File: src/rtl/seg7_scan_driver_pkg.sv
// Shared definitions for the 7-segment scan driver.
// Active-low segment patterns (bit 0 = a .. bit 6 = g, bit 7 = dp) and
// the cathode bit indices. Leading-zero blanking is enabled by defining
// SEG7_LEADING_ZERO_BLANK_EN at build time.
package seg7_scan_driver_pkg;

  // Active-low cathode patterns with the decimal point dark.
  localparam logic [7:0] SEG_0     = 8'hC0;
  localparam logic [7:0] SEG_1     = 8'hF9;
  localparam logic [7:0] SEG_2     = 8'hA4;
  localparam logic [7:0] SEG_3     = 8'hB0;
  localparam logic [7:0] SEG_4     = 8'h99;
  localparam logic [7:0] SEG_5     = 8'h92;
  localparam logic [7:0] SEG_6     = 8'h82;
  localparam logic [7:0] SEG_7     = 8'hF8;
  localparam logic [7:0] SEG_8     = 8'h80;
  localparam logic [7:0] SEG_9     = 8'h90;
  localparam logic [7:0] SEG_A     = 8'h88;
  localparam logic [7:0] SEG_B     = 8'h83;
  localparam logic [7:0] SEG_C     = 8'hC6;
  localparam logic [7:0] SEG_D     = 8'hA1;
  localparam logic [7:0] SEG_E     = 8'h86;
  localparam logic [7:0] SEG_F     = 8'h8E;
  localparam logic [7:0] SEG_BLANK = 8'hFF;

  // Cathode bit positions.
  localparam int CATH_A  = 0;
  localparam int CATH_G  = 6;
  localparam int CATH_DP = 7;

  // Scan index width; a single-digit display still needs one bit.
  function automatic int idx_width(input int n);
    return (n > 1) ? $clog2(n) : 1;
  endfunction

endpackage

File: src/rtl/seg7_hex_decode.sv
// Combinational hex nibble + decimal point -> active-low cathode pattern.
module seg7_hex_decode
  import seg7_scan_driver_pkg::*;
(
  input  logic [3:0] i_nib,
  input  logic       i_dp,
  output logic [7:0] o_seg
);

  logic [7:0] w_pat;

  // Glyph lookup, then overlay the active-low decimal point.
  always_comb begin
    w_pat = SEG_BLANK;
    case (i_nib)
      4'h0: w_pat = SEG_0;
      4'h1: w_pat = SEG_1;
      4'h2: w_pat = SEG_2;
      4'h3: w_pat = SEG_3;
      4'h4: w_pat = SEG_4;
      4'h5: w_pat = SEG_5;
      4'h6: w_pat = SEG_6;
      4'h7: w_pat = SEG_7;
      4'h8: w_pat = SEG_8;
      4'h9: w_pat = SEG_9;
      4'hA: w_pat = SEG_A;
      4'hB: w_pat = SEG_B;
      4'hC: w_pat = SEG_C;
      4'hD: w_pat = SEG_D;
      4'hE: w_pat = SEG_E;
      default: w_pat = SEG_F;
    endcase
    o_seg = {~i_dp, w_pat[CATH_G:CATH_A]};
  end

endmodule

File: src/rtl/seg7_scan_driver.sv
// Time-multiplexed N-digit hex driver for a common-anode 7-segment display.
// A prescaler divides each digit slot into REFRESH_DIV cycles; the first
// GUARD_CYC cycles of every slot keep all anodes off to stop ghosting.
// Inputs are snapshotted once per frame so a digit never tears mid-scan.
// Optional: define SEG7_LEADING_ZERO_BLANK_EN to blank leading zeros.
module seg7_scan_driver
  import seg7_scan_driver_pkg::*;
#(
  parameter int NUM_DIGITS  = 8,
  parameter int REFRESH_DIV = 100000,
  parameter int GUARD_CYC   = 16
) (
  input  logic                    clk,
  input  logic                    rst_n,
  input  logic [4*NUM_DIGITS-1:0] digits,
  input  logic [NUM_DIGITS-1:0]   dp_mask,
  input  logic [NUM_DIGITS-1:0]   digit_en,
  output logic [7:0]              cathode,
  output logic [NUM_DIGITS-1:0]   anode,
  output logic                    frame_start
);

  localparam int CNT_W = $clog2(REFRESH_DIV);
  localparam int IDX_W = idx_width(NUM_DIGITS);

  // Scan state
  logic [CNT_W-1:0] r_cnt;
  logic [IDX_W-1:0] r_idx;
  logic             r_first;

  // Frame snapshot
  logic [NUM_DIGITS-1:0][3:0] r_snap_dig;
  logic [NUM_DIGITS-1:0]      r_snap_dp;
  logic [NUM_DIGITS-1:0]      r_snap_en;

  // Output registers
  logic [NUM_DIGITS-1:0] r_anode;
  logic [7:0]            r_cathode;
  logic                  r_frame_start;

  logic                  w_wrap;
  logic                  w_last;
  logic                  w_load;
  logic                  w_guard;
  logic                  w_show;
  logic [3:0]            w_nib;
  logic                  w_dp;
  logic [7:0]            w_seg;
  logic [NUM_DIGITS-1:0] w_sel;

  assign w_wrap  = (r_cnt == CNT_W'(REFRESH_DIV - 1));
  assign w_last  = (r_idx == IDX_W'(NUM_DIGITS - 1));
  // r_first makes the release edge load a fresh snapshot, so the first
  // frame after reset starts with current inputs rather than zeros.
  assign w_load  = r_first | (w_wrap & w_last);
  assign w_guard = (r_cnt < CNT_W'(GUARD_CYC));
  assign w_nib   = r_snap_dig[r_idx];
  assign w_dp    = r_snap_dp[r_idx];
  assign w_sel   = ~(NUM_DIGITS'(1) << r_idx);

`ifdef SEG7_LEADING_ZERO_BLANK_EN
  logic [NUM_DIGITS-1:0] w_blank_nxt;
  logic [NUM_DIGITS-1:0] r_blank;

  // Leading-zero mask from the live inputs, walking down from the top
  // digit; disabled digits do not break a run of leading zeros.
  always_comb begin : lz_mask
    logic zero_above;
    logic zero_here;
    zero_above  = 1'b1;
    zero_here   = 1'b0;
    w_blank_nxt = '0;
    for (int i = NUM_DIGITS - 1; i >= 0; i--) begin
      zero_here      = (digits[4*i +: 4] == 4'h0) && !dp_mask[i];
      w_blank_nxt[i] = (i != 0) && zero_here && zero_above;
      zero_above     = zero_above && (!digit_en[i] || zero_here);
    end
  end

  // Blank mask is captured alongside the snapshot it belongs to.
  always_ff @(posedge clk) begin
    if (!rst_n)      r_blank <= '0;
    else if (w_load) r_blank <= w_blank_nxt;
  end

  assign w_show = r_snap_en[r_idx] & ~r_blank[r_idx];
`else
  assign w_show = r_snap_en[r_idx];
`endif

  seg7_hex_decode u_dec (
    .i_nib (w_nib),
    .i_dp  (w_dp),
    .o_seg (w_seg)
  );

  // Prescaler and scan index; held at slot 0 cycle 0 through the release edge.
  always_ff @(posedge clk) begin
    if (!rst_n) begin
      r_cnt   <= '0;
      r_idx   <= '0;
      r_first <= 1'b1;
    end else begin
      r_first <= 1'b0;
      if (!r_first) begin
        if (w_wrap) begin
          r_cnt <= '0;
          r_idx <= w_last ? '0 : r_idx + 1'b1;
        end else begin
          r_cnt <= r_cnt + 1'b1;
        end
      end
    end
  end

  // Frame snapshot; frame_start marks the first cycle the new values are live.
  always_ff @(posedge clk) begin
    if (!rst_n) begin
      r_snap_dig    <= '0;
      r_snap_dp     <= '0;
      r_snap_en     <= '0;
      r_frame_start <= 1'b0;
    end else begin
      r_frame_start <= w_load;
      if (w_load) begin
        r_snap_dig <= digits;
        r_snap_dp  <= dp_mask;
        r_snap_en  <= digit_en;
      end
    end
  end

  // Registered pin drivers: dark during guard or for disabled/blanked digits.
  always_ff @(posedge clk) begin
    if (!rst_n) begin
      r_anode   <= '1;
      r_cathode <= SEG_BLANK;
    end else if (w_guard || !w_show) begin
      r_anode   <= '1;
      r_cathode <= SEG_BLANK;
    end else begin
      r_anode   <= w_sel;
      r_cathode <= w_seg;
    end
  end

  assign anode       = r_anode;
  assign cathode     = r_cathode;
  assign frame_start = r_frame_start;

endmodule

File: config.mk
export PLATFORM = sky130hd
export DESIGN_NAME = seg7_scan_driver
export DESIGN_NICKNAME = d
export VERILOG_FILES = /design/src/rtl/seg7_scan_driver_pkg.sv /design/src/rtl/seg7_hex_decode.sv /design/src/rtl/seg7_scan_driver.sv
export SDC_FILE = /design/constraint.sdc
export NUM_CORES = 1
export LEC_CHECK = 0
export CORE_AREA = 2 2 114 116
export CTS_BUF_LIST = sky130_fd_sc_hd__clkbuf_8 sky130_fd_sc_hd__clkbuf_16
export CTS_CLUSTER_DIAMETER = 200
export DETAILED_ROUTE_END_ITERATION = 12
export DIE_AREA = 0 0 116 118
export PLACE_DENSITY = 0.53
export SETUP_SLACK_MARGIN = 0.02
export SLEW_MARGIN = 30
export SYNTH_ARGS = -nofsm -noshare
export SYNTH_HDL_FRONTEND = slang
export SYNTH_SLANG_ARGS = --single-unit
File: constraint.sdc
create_clock -name clk -period 2.3 [get_ports clk]
set_input_delay 0.345 -clock clk [delete_from_list [all_inputs] [get_ports clk]]
set_output_delay 0.345 -clock clk [all_outputs]
set_load 0.02 [all_outputs]
# After elaboration in Yosys (flattened, before gate mapping)

Memories as Yosys holds them, arrays and structs flattened. A register that Yosys moved wholly into a read port is not among the register bits.
Index checks and enable logic that the tools add are counted.

Flip-flop bits (word level): 86
Memory bits (read-only): 112
Output and inout port bits: 17
Memories: 1

Add/sub/neg operators: 2
Magnitude comparators: 2
Equality and inequality tests: 2
Shift operators: 1
Multiplexer cells: 9
Bitwise logic cells: 6
Reduce and logical (&&, ||, !) cells: 4

Memories:

| memory          | depth | width | read ports | clocked after Yosys merged registers in | write ports | line                  | source |
|---|---|---|---|---|---|---|---|
| (no name shown) | 16    | 7     | 1          | 1                                       | 0           | seg7_hex_decode.sv:15 | `case (i_nib)` |

Operator list:

| cell                    | number |
|---|---|
| $add A17 B1 Y17 const B | 1 |
| $eq A17 B17 Y1 const B  | 1 |
| $lt A17 B5 Y1 const B   | 1 |
| $mux W17                | 1 |
| $bmux W4 S3             | 1 |
| $not A8 Y8              | 1 |
| $shl A1 B3 Y8 const A   | 1 |
| $bmux W1 S3             | 2 |
| $lt A3 B4 Y1 const B    | 1 |
| $mux W4                 | 1 |
| $add A3 B1 Y3 const B   | 1 |
| $eq A3 B3 Y1 const B    | 1 |
| $mux W1                 | 3 |
| $mux W3                 | 1 |
| $not A1 Y1              | 3 |
| $reduce_and A2 Y1       | 1 |
| $reduce_or A2 Y1        | 1 |
| $and A1 B1 Y1           | 1 |
| $logic_not A1 Y1        | 1 |
| $logic_or A1 B1 Y1      | 1 |
| $or A1 B1 Y1            | 1 |

# Depth between registers and ports, before layout

Gate-level depths: netlist (run 1).

Depth in word-level cells: 5
Depth in mapped cells: 11
Gate-level depth less buffers: 9

# Cells and area by module

A second synthesis (run 1) with hierarchy kept.

Cell total of the unflattened synthesis: 434
Area total of the unflattened synthesis: 4047.6 um^2

By module, submodules not included:

| module           | times used | cells each | area each (um^2) |
|---|---|---|---|
| seg7_scan_driver | 1          | 401        | 3768.6 |
| seg7_hex_decode  | 1          | 33         | 279.0 |

# Worst setup path after synthesis (run 1)

Ideal clock, no wire load.

Path type: flip-flop to flip-flop
Start point: reg r_idx[0]
End point: reg r_cathode[3] (netlist: cathode[3])
Setup time: 133 ps
Arrival: 2028 ps
Slack: 139 ps
Cell stages (with the launch flop): 11
Path buffers: 2
Period minus slack after synthesis: 2161 ps
Cell sequence: dfxtp_1 > buf_4 > buf_6 > mux4_2 > mux2_2 > inv_1 > ha_1 > inv_1 > mux2i_1 > mux2i_1 > nand2b_1

Word-level cells in the longest chain between the ends: 5

RTL lines:

| item                              | line                    | source |
|---|---|---|
| start: declaration                | seg7_scan_driver.sv:28  | `logic [IDX_W-1:0] r_idx;` |
| start signal: assignment          | seg7_scan_driver.sv:108 | `r_idx <= w_last ? '0 : r_idx + 1'b1;` |
| $bmux W1 S3                       | seg7_scan_driver.sv:88  | `assign w_show = r_snap_en[r_idx];` |
| $mux W1 (not written as such)     | seg7_scan_driver.sv:88  |  |
| $logic_not A1 Y1                  | seg7_scan_driver.sv:138 | `end else if (w_guard \|\| !w_show) begin` |
| $logic_or A1 B1 Y1                | seg7_scan_driver.sv:138 |  |
| $reduce_or A2 Y1 (no source line) | n/a                     |  |
| end: declaration                  | seg7_scan_driver.sv:38  | `logic [7:0] r_cathode;` |

Parallel ways exist; a longest one is shown, timed or not. The select of a mux whose other input is x is not followed.
A chain may end at the register's enable or synchronous reset.

# Worst setup path after layout (run 1)

Same ends and word-level chain as after synthesis.

==> key figures, run 1 <==
GRT
  – Vias in the first global route: 2,882
  – Global-route wire length before repair: 13,600 um
  – Global Route met2 Usage: 19.2%
  – M3 GR Usage: 2.06%
  – Gr usage total: 12.6%
  – Global routing usage on met1: 17.0%
  – Initial antenna violation count: 0
  – GRT overflow: 0
  – Gr busiest metal: met2
  – Largest net degree at the start of global routing: 54

STA
  – Tcrit/Tclk final: 92.9%
  – Final hold viol count: 0
  – Min Tclk post-route: 2.14 ns
  – Worst-margin pin slew: 0.521 ns
  – Normalized max-slew margin: 65.3%
  – Clock skew: 0.00867 ns
  – Pins Over Slew Limit: 0
  – # setup viols final: 0
  – Fmax: 468 MHz
  – Final WS setup: 0.162 ns
  – Final setup TNS: 0 ns
  – RSZ-0062 raised after global routing: no

Cells and area
  – ANT cells: 0
  – Commonest non-fill, non-tap cells in the layout: nand2_1, dfxtp_1, clkdlybuf4s50_1
  – Commonest non-fill, non-tap cell in the layout: nand2_1
  – Area delta synth->final: 33.1%
  – Nets: 544
  – Layout cells sized above 1: 11.3%

Worst setup path
  – Critical path class: reg -> reg
  – Reg2reg path depth: 8
  – Slowest CP cell: mux4_2
  – Crit path max fanout: 8
  – CP peak stage delay: 0.54 ns
  – Worst R2R Setup Slack: 0.16 ns
  – Data arrival, critical path: 2.42 ns
  – Reg2reg start: r_idx[0]
  – Startpoint Class: flip-flop
  – CP required: 2.58 ns
  – End of the critical path: cathode[3]
  – CP Capture Type: flip-flop
  – Worst Setup SP: r_idx[0]
  – Worst R2R End: cathode[3]
  – Worst path cell trace: mux4_2 > mux2_2 > inv_1 > ha_1 > inv_1 > mux2i_1 > mux2i_1 > nand2b_1

Floorplan
  – Core Box Area: 0.0124 mm2
  – Height of the die: 118 um
  – Die W: 116 um
  – Starting Density: 29.5%
  – I/O pin total: 67
  – Site Rows: 41
  – Total Die Area: 0.0137 mm2

Yosys
  – Flop and latch count out of synthesis: 86
  – Syn Inst Count: 411
  – Synth Flop Type: dfxtp_1
  – Post-Synth Adder-Cell Area: 4.10%
  – Net count after synthesis: 473
  – Synth cell types: 39
  – Synth Area in Simple Gates: 20.9%
  – Number of synthesized flops with an enable pin: 0
  – Seq/Total Area, Yosys: 47.0%
  – Post-Syn Area: 0.00366 mm2
  – Mux cell area share after synthesis: 10.5%
  – Post-synthesis xor/xnor area fraction: 3.82%
  – Synth Area in Compound Gates: 9.49%
  – Largest family of logic cells by synthesized area: simple AND/OR/NAND/NOR gates
  – Yosys Warn Count: 0
  – Post-synthesis average cell area: 8.92 um2
  – Asr flop ratio synth: 0%

Power and ir drop
  – Psw: 747 uW
  – Internal power: 2430 uW
  – Max IR drop VDD: 0.000357 V
  – Logic pwr share: 8.7%
  – Clock share of power: 41.8%
  – Pwr/cell area: 651 mW/mm2
  – LEAKAGE: 0.00185 uW
  – Net Sw Frac: 23.5%
  – Reg power frac: 49.5%

CTS
  – Hold buffers post-CTS: 0
  – H-tree depth: 3
  – Clock Sinks: 86
  – CTS clk-pin slew, worst paths: 0.06 ns
  – Clock Latency Late Sink: 0.34 ns
  – CTS tree: done
  – CTS Root Cell: clkbuf_16
  – CTS Buf Count: 9
  – Max clock buf depth: 2

Routing
  – Post-DR vias/cell: 4.47
  – Via count: 2,943
  – DR DRC count: 0
  – Initial DRT Pass Iterations: 4
  – Wirelength, routed: 8130 um
  – Drt wl/cell: 12.3 um
  – Detailed Route Iter0 Violations: 101
  – Antenna-violating nets left: 0

Place
  – PortBufs: 66
  – RePlAce Congestion: 0.788
  – Pre-CTS setup slack: 0.0339 ns
  – DP Wirelength: 5860 um

Outcome
  – Outcome: finished, final reports clean

Min path
  – Hold WC Path Type: reg -> reg
  – Worst hold start: r_snap_dig[8]

Run
  – Max Cap Viol: 0
[power by group through the flow]
stage / logic [uW] / registers (uW) / clock network (uW)
finish: 276 / 1570 / 1330
global route: 308 / 1580 / 1450
CTS: 280 / 1570 / 1370
detailed placement: 278 / 1600 / 0
global placement: 274 / 1600 / 0
floorplan: 150 / 1590 / 0
[timing repair]
item                                    CTS  global route
setup buffers                             0             0
gates resized for setup                   1             0
endpoints found under the setup margin    1             0
[synthesized netlist by cell type (2+ instances only)]
cell type	count	area share (%)
buf_4	5	1.0
clkbuf_1	10	1.0
nor4_1	2	0.34
nand4_1	3	0.51
xor2_1	9	2.2
buf_2	7	0.96
nand2_1	119	12
nor2_1	27	2.8
o211ai_1	3	0.61
a21oi_1	52	7.1
nand2b_1	5	0.85
mux2i_1	9	2.5
dfxtp_1	86	47
mux4_2	12	7.4
ha_1	12	4.1
xnor2_1	7	1.7
nor3_1	3	0.41
o221ai_1	3	0.72
inv_1	7	0.72
or2_2	2	0.34
nand3_1	9	1.2
inv_2	2	0.20
[logic make-up after synthesis]
kind of cell	Yosys count
multiplexers	23
flip-flops	86
XOR/XNOR	16
AND/OR/NAND/NOR	179
AO/OA/AOI/OAI	63
adder cells (fa/ha/maj)	12
buffers and inverters	32
[how the worst min path moves through the flow]
stage                          end  cells after the start
floorplan           r_snap_dig[10]                      2
global placement    r_snap_dig[13]                      2
detailed placement    r_snap_en[4]                      2
CTS                 r_snap_dig[15]                      2
global route        r_snap_dig[15]                      2
finish               r_snap_dig[8]                      2
[critical path: cells and delay by family (launching register included)]
kind	cells	cell delay, ns
and+or+nand+nor	1	0.12
muxes	4	1.07
adders and majority gates	1	0.24
DFF	1	0.46
buffers and inverters	2	0.18
[per-stage QoR]
| step | hold slack (ns) | total power (uW) | cells | area (um2) | util, % |
|---|---|---|---|---|---|
| final | 0.451 | 3170 | 659 | 4880 | 39.3 |
| after global routing | 0.467 | 3330 | 659 | 4880 | 39.3 |
| after CTS | 0.453 | 3230 | 659 | 4880 | 39.3 |
| after detailed placement | 0.445 | 1880 | 643 | 4600 | 37.1 |
| after global placement | 0.439 | 1880 | 643 | 4600 | 37.1 |
| after floorplan | 0.429 | 1740 | 411 | 3660 | - |
[flip-flops by register name, summed over array words and instances (netlist names)]
register / flops
r_first: 1
r_cnt: 17
r_snap_dp: 8
cathode: 8
anode: 8
r_snap_en: 8
r_idx: 3
frame_start: 1
r_snap_dig: 32
[layer usage]
layer / vias up / wire length [um]
met1: 1346 / 4050
li1: 1530 / -
met4: 0 / 160
met2: 59 / 3610
met3: 8 / 311
met5: - / 0
[area by class of cell]
type                    instances  area [um2]
clock buffers                   9         225
inverters                       9        33.8
multi-input cells             293        1810
repair buffers                 83         826
flip-flops and latches         86        1720
clock inverters                 7        47.5
fillers                      1285        7540
well taps                     172         215
Note: power is estimated with default switching activity, not from simulation.
==> run 2: changes to the inputs <==
--- a/config.mk
+++ b/config.mk
@@ -5,11 +5,11 @@
 export SDC_FILE = /design/constraint.sdc
 export NUM_CORES = 1
 export LEC_CHECK = 0
-export CORE_AREA = 2 2 114 116
-export CTS_BUF_LIST = sky130_fd_sc_hd__clkbuf_8 sky130_fd_sc_hd__clkbuf_16
+export CORE_AREA = 5 5 117 119
+export CTS_BUF_LIST = sky130_fd_sc_hd__clkbuf_16
 export CTS_CLUSTER_DIAMETER = 200
 export DETAILED_ROUTE_END_ITERATION = 12
-export DIE_AREA = 0 0 116 118
+export DIE_AREA = 0 0 122 124
 export PLACE_DENSITY = 0.53
 export SETUP_SLACK_MARGIN = 0.02
 export SLEW_MARGIN = 30
==> run 2 against run 1 <==
  * Clock power hardly changed
  * Non-clock buffer count is 1 higher
  * Die area is 11% higher
  * Combinational power is 3% higher
  * Flip-flop and latch count stayed put
  * Highest routed layer unchanged
==> key figures, run 2 (synthesis results as in run 1) <==
STA
  – Clock skew: 0.00537 ns
  – Worst hold slack: 0.446 ns
  – # setup viols final: 0
  – Final hold viol count: 0
  – Min Tclk post-route: 2.15 ns
  – Tcrit/Tclk final: 93.7%
  – RSZ-0062 raised after global routing: no
  – Fmax: 464 MHz
  – Pins Over Slew Limit: 0
  – Normalized max-slew margin: 39.3%
  – Worst-margin pin slew: 0.904 ns

Min path
  – Hold Path Sink: r_snap_dp[6]
  – Hold Path Depth: 2
  – Hold WC Path Type: reg -> reg
  – Worst hold start: r_snap_dp[6]

Routing
  – Antenna-violating nets left: 0
  – DR DRC count: 0
  – Post-DR vias/cell: 4.49
  – Wirelength, routed: 8510 um
  – Via count: 2,966
  – Initial DRT Pass Iterations: 4
  – Detailed Route Iter0 Violations: 83
  – Drt wl/cell: 12.9 um

Worst setup path
  – Worst R2R End: r_idx[0]
  – Startpoint Class: flip-flop
  – Data arrival, critical path: 2.41 ns
  – CP Capture Type: flip-flop
  – Worst R2R Setup Slack: 0.15 ns
  – CP required: 2.55 ns
  – Reg2reg start: r_cnt[11]
  – Critical path class: reg -> reg
  – Reg2reg path depth: 5
  – Crit path max fanout: 6

CTS
  – H-tree depth: 3
  – CTS clk-pin slew, worst paths: 0.07 ns
  – CTS Buf Count: 9
  – CTS tree: done
  – Clock Sinks: 86
  – CTS Root Cell: clkbuf_16
  – Clock Latency Late Sink: 0.33 ns
  – Max clock buf depth: 2

Cells and area
  – Biggest register: r_snap_dig
  – Nets: 545
  – ANT cells: 0
  – Largest register FFs: 32
  – Commonest non-fill, non-tap cell in the layout: nand2_1
  – Commonest non-fill, non-tap cells in the layout: nand2_1, dfxtp_1, clkdlybuf4s50_1
  – Area of the multi-input gates: 0.00182 mm2
  – Layout cells sized above 1: 12.1%
  – Final core utilization: 39.3%
  – Largest regs: r_snap_dig x32, r_cnt x17
  – Area delta synth->final: 33.7%
  – Reg area: 0.00173 mm2
  – Fillers: 1,242

Place
  – DP Wirelength: 6300 um
  – RePlAce Congestion: 0.836
  – PortBufs: 66

Power and ir drop
  – Pwr/cell area: 649 mW/mm2
  – Max IR drop VDD: 0.000309 V
  – LEAKAGE: 0.00185 uW

Floorplan
  – Die W: 122 um
  – Core Box Area: 0.0125 mm2
  – Total Die Area: 0.0151 mm2
  – Site Rows: 41
  – Starting Density: 29.4%
  – I/O pin total: 67
  – Height of the die: 124 um

GRT
  – Largest net degree at the start of global routing: 54
  – Vias in the first global route: 2,976
  – Global-route wire length before repair: 14,400 um
  – Initial antenna violation count: 0
  – GRT overflow: 0
  – Gr usage total: 12.0%

Run
  – Max Cap Viol: 0

Outcome
  – Outcome: finished, final reports clean
run 2: worst max path at each step:
stage,startpoint,endpoint,slack (ns),cells past startpoint
after floorplan,r_idx[0],cathode[3],0.14,10
after global placement,r_idx[0],cathode[3],0.07,9
after detailed placement,r_idx[0],cathode[3],-0.09,9
after CTS,r_idx[0],cathode[3],0.06,9
after global routing,r_idx[0],cathode[0],0.02,7
final,r_cnt[11],r_idx[0],0.15,5
run 2: where the power goes:
part           total [uW]  internal (uW)  switching (uW)
sequential           1570           1540            30.2
combinational         283            157             126
clock                1330            733             597
run 2: area by class of cell:
type | instances | share of cell area (%)
Multi-Input combinational cell | 293 | 37.0
Sequential cell | 86 | 35.2
Timing Repair Buffer | 84 | 17.1
Clock buffer | 9 | 4.60
Tap cell | 172 | 4.39
Clock inverter | 7 | 0.996
Inverter | 9 | 0.689
run 2: routing by layer:
layer	global-route usage (%)	up-vias	share of wire, %
li1	-	1525	-
met1	16.1	1363	48
met2	18.2	68	45
met3	3.04	10	5.7
met4	5.25	0	2.0
met5	0	-	0
run 2: worst max-delay path: stages (launching register included):
cell and delay, ns:
dfxtp_1 0.36, or4_4 0.57, nor4_4 0.30, nand4b_1 0.31
or3_1 0.39, a21oi_1 0.15
run 2: what timing repair did:
item	in CTS	in global routing
buffers inserted	0	2
pin swaps	0	0
setup endpoints to repair	1	1
endpoints found under the hold margin	0	0
hold buffers	0	0
gates resized for setup	2	6
run 2: through the flow:
stage                     setup TNS, ns  power [uW]  worst slack [ns]  instances  instance area [um2]
after floorplan                       0        1740             0.139        411                 3660
after global placement                0        1880            0.0679        642                 4600
after detailed placement        -0.0871        1890           -0.0871        642                 4600
after CTS                             0        3230            0.0603        658                 4870
after global routing                  0        3330            0.0174        660                 4900
final                                 0        3180             0.146        660                 4900
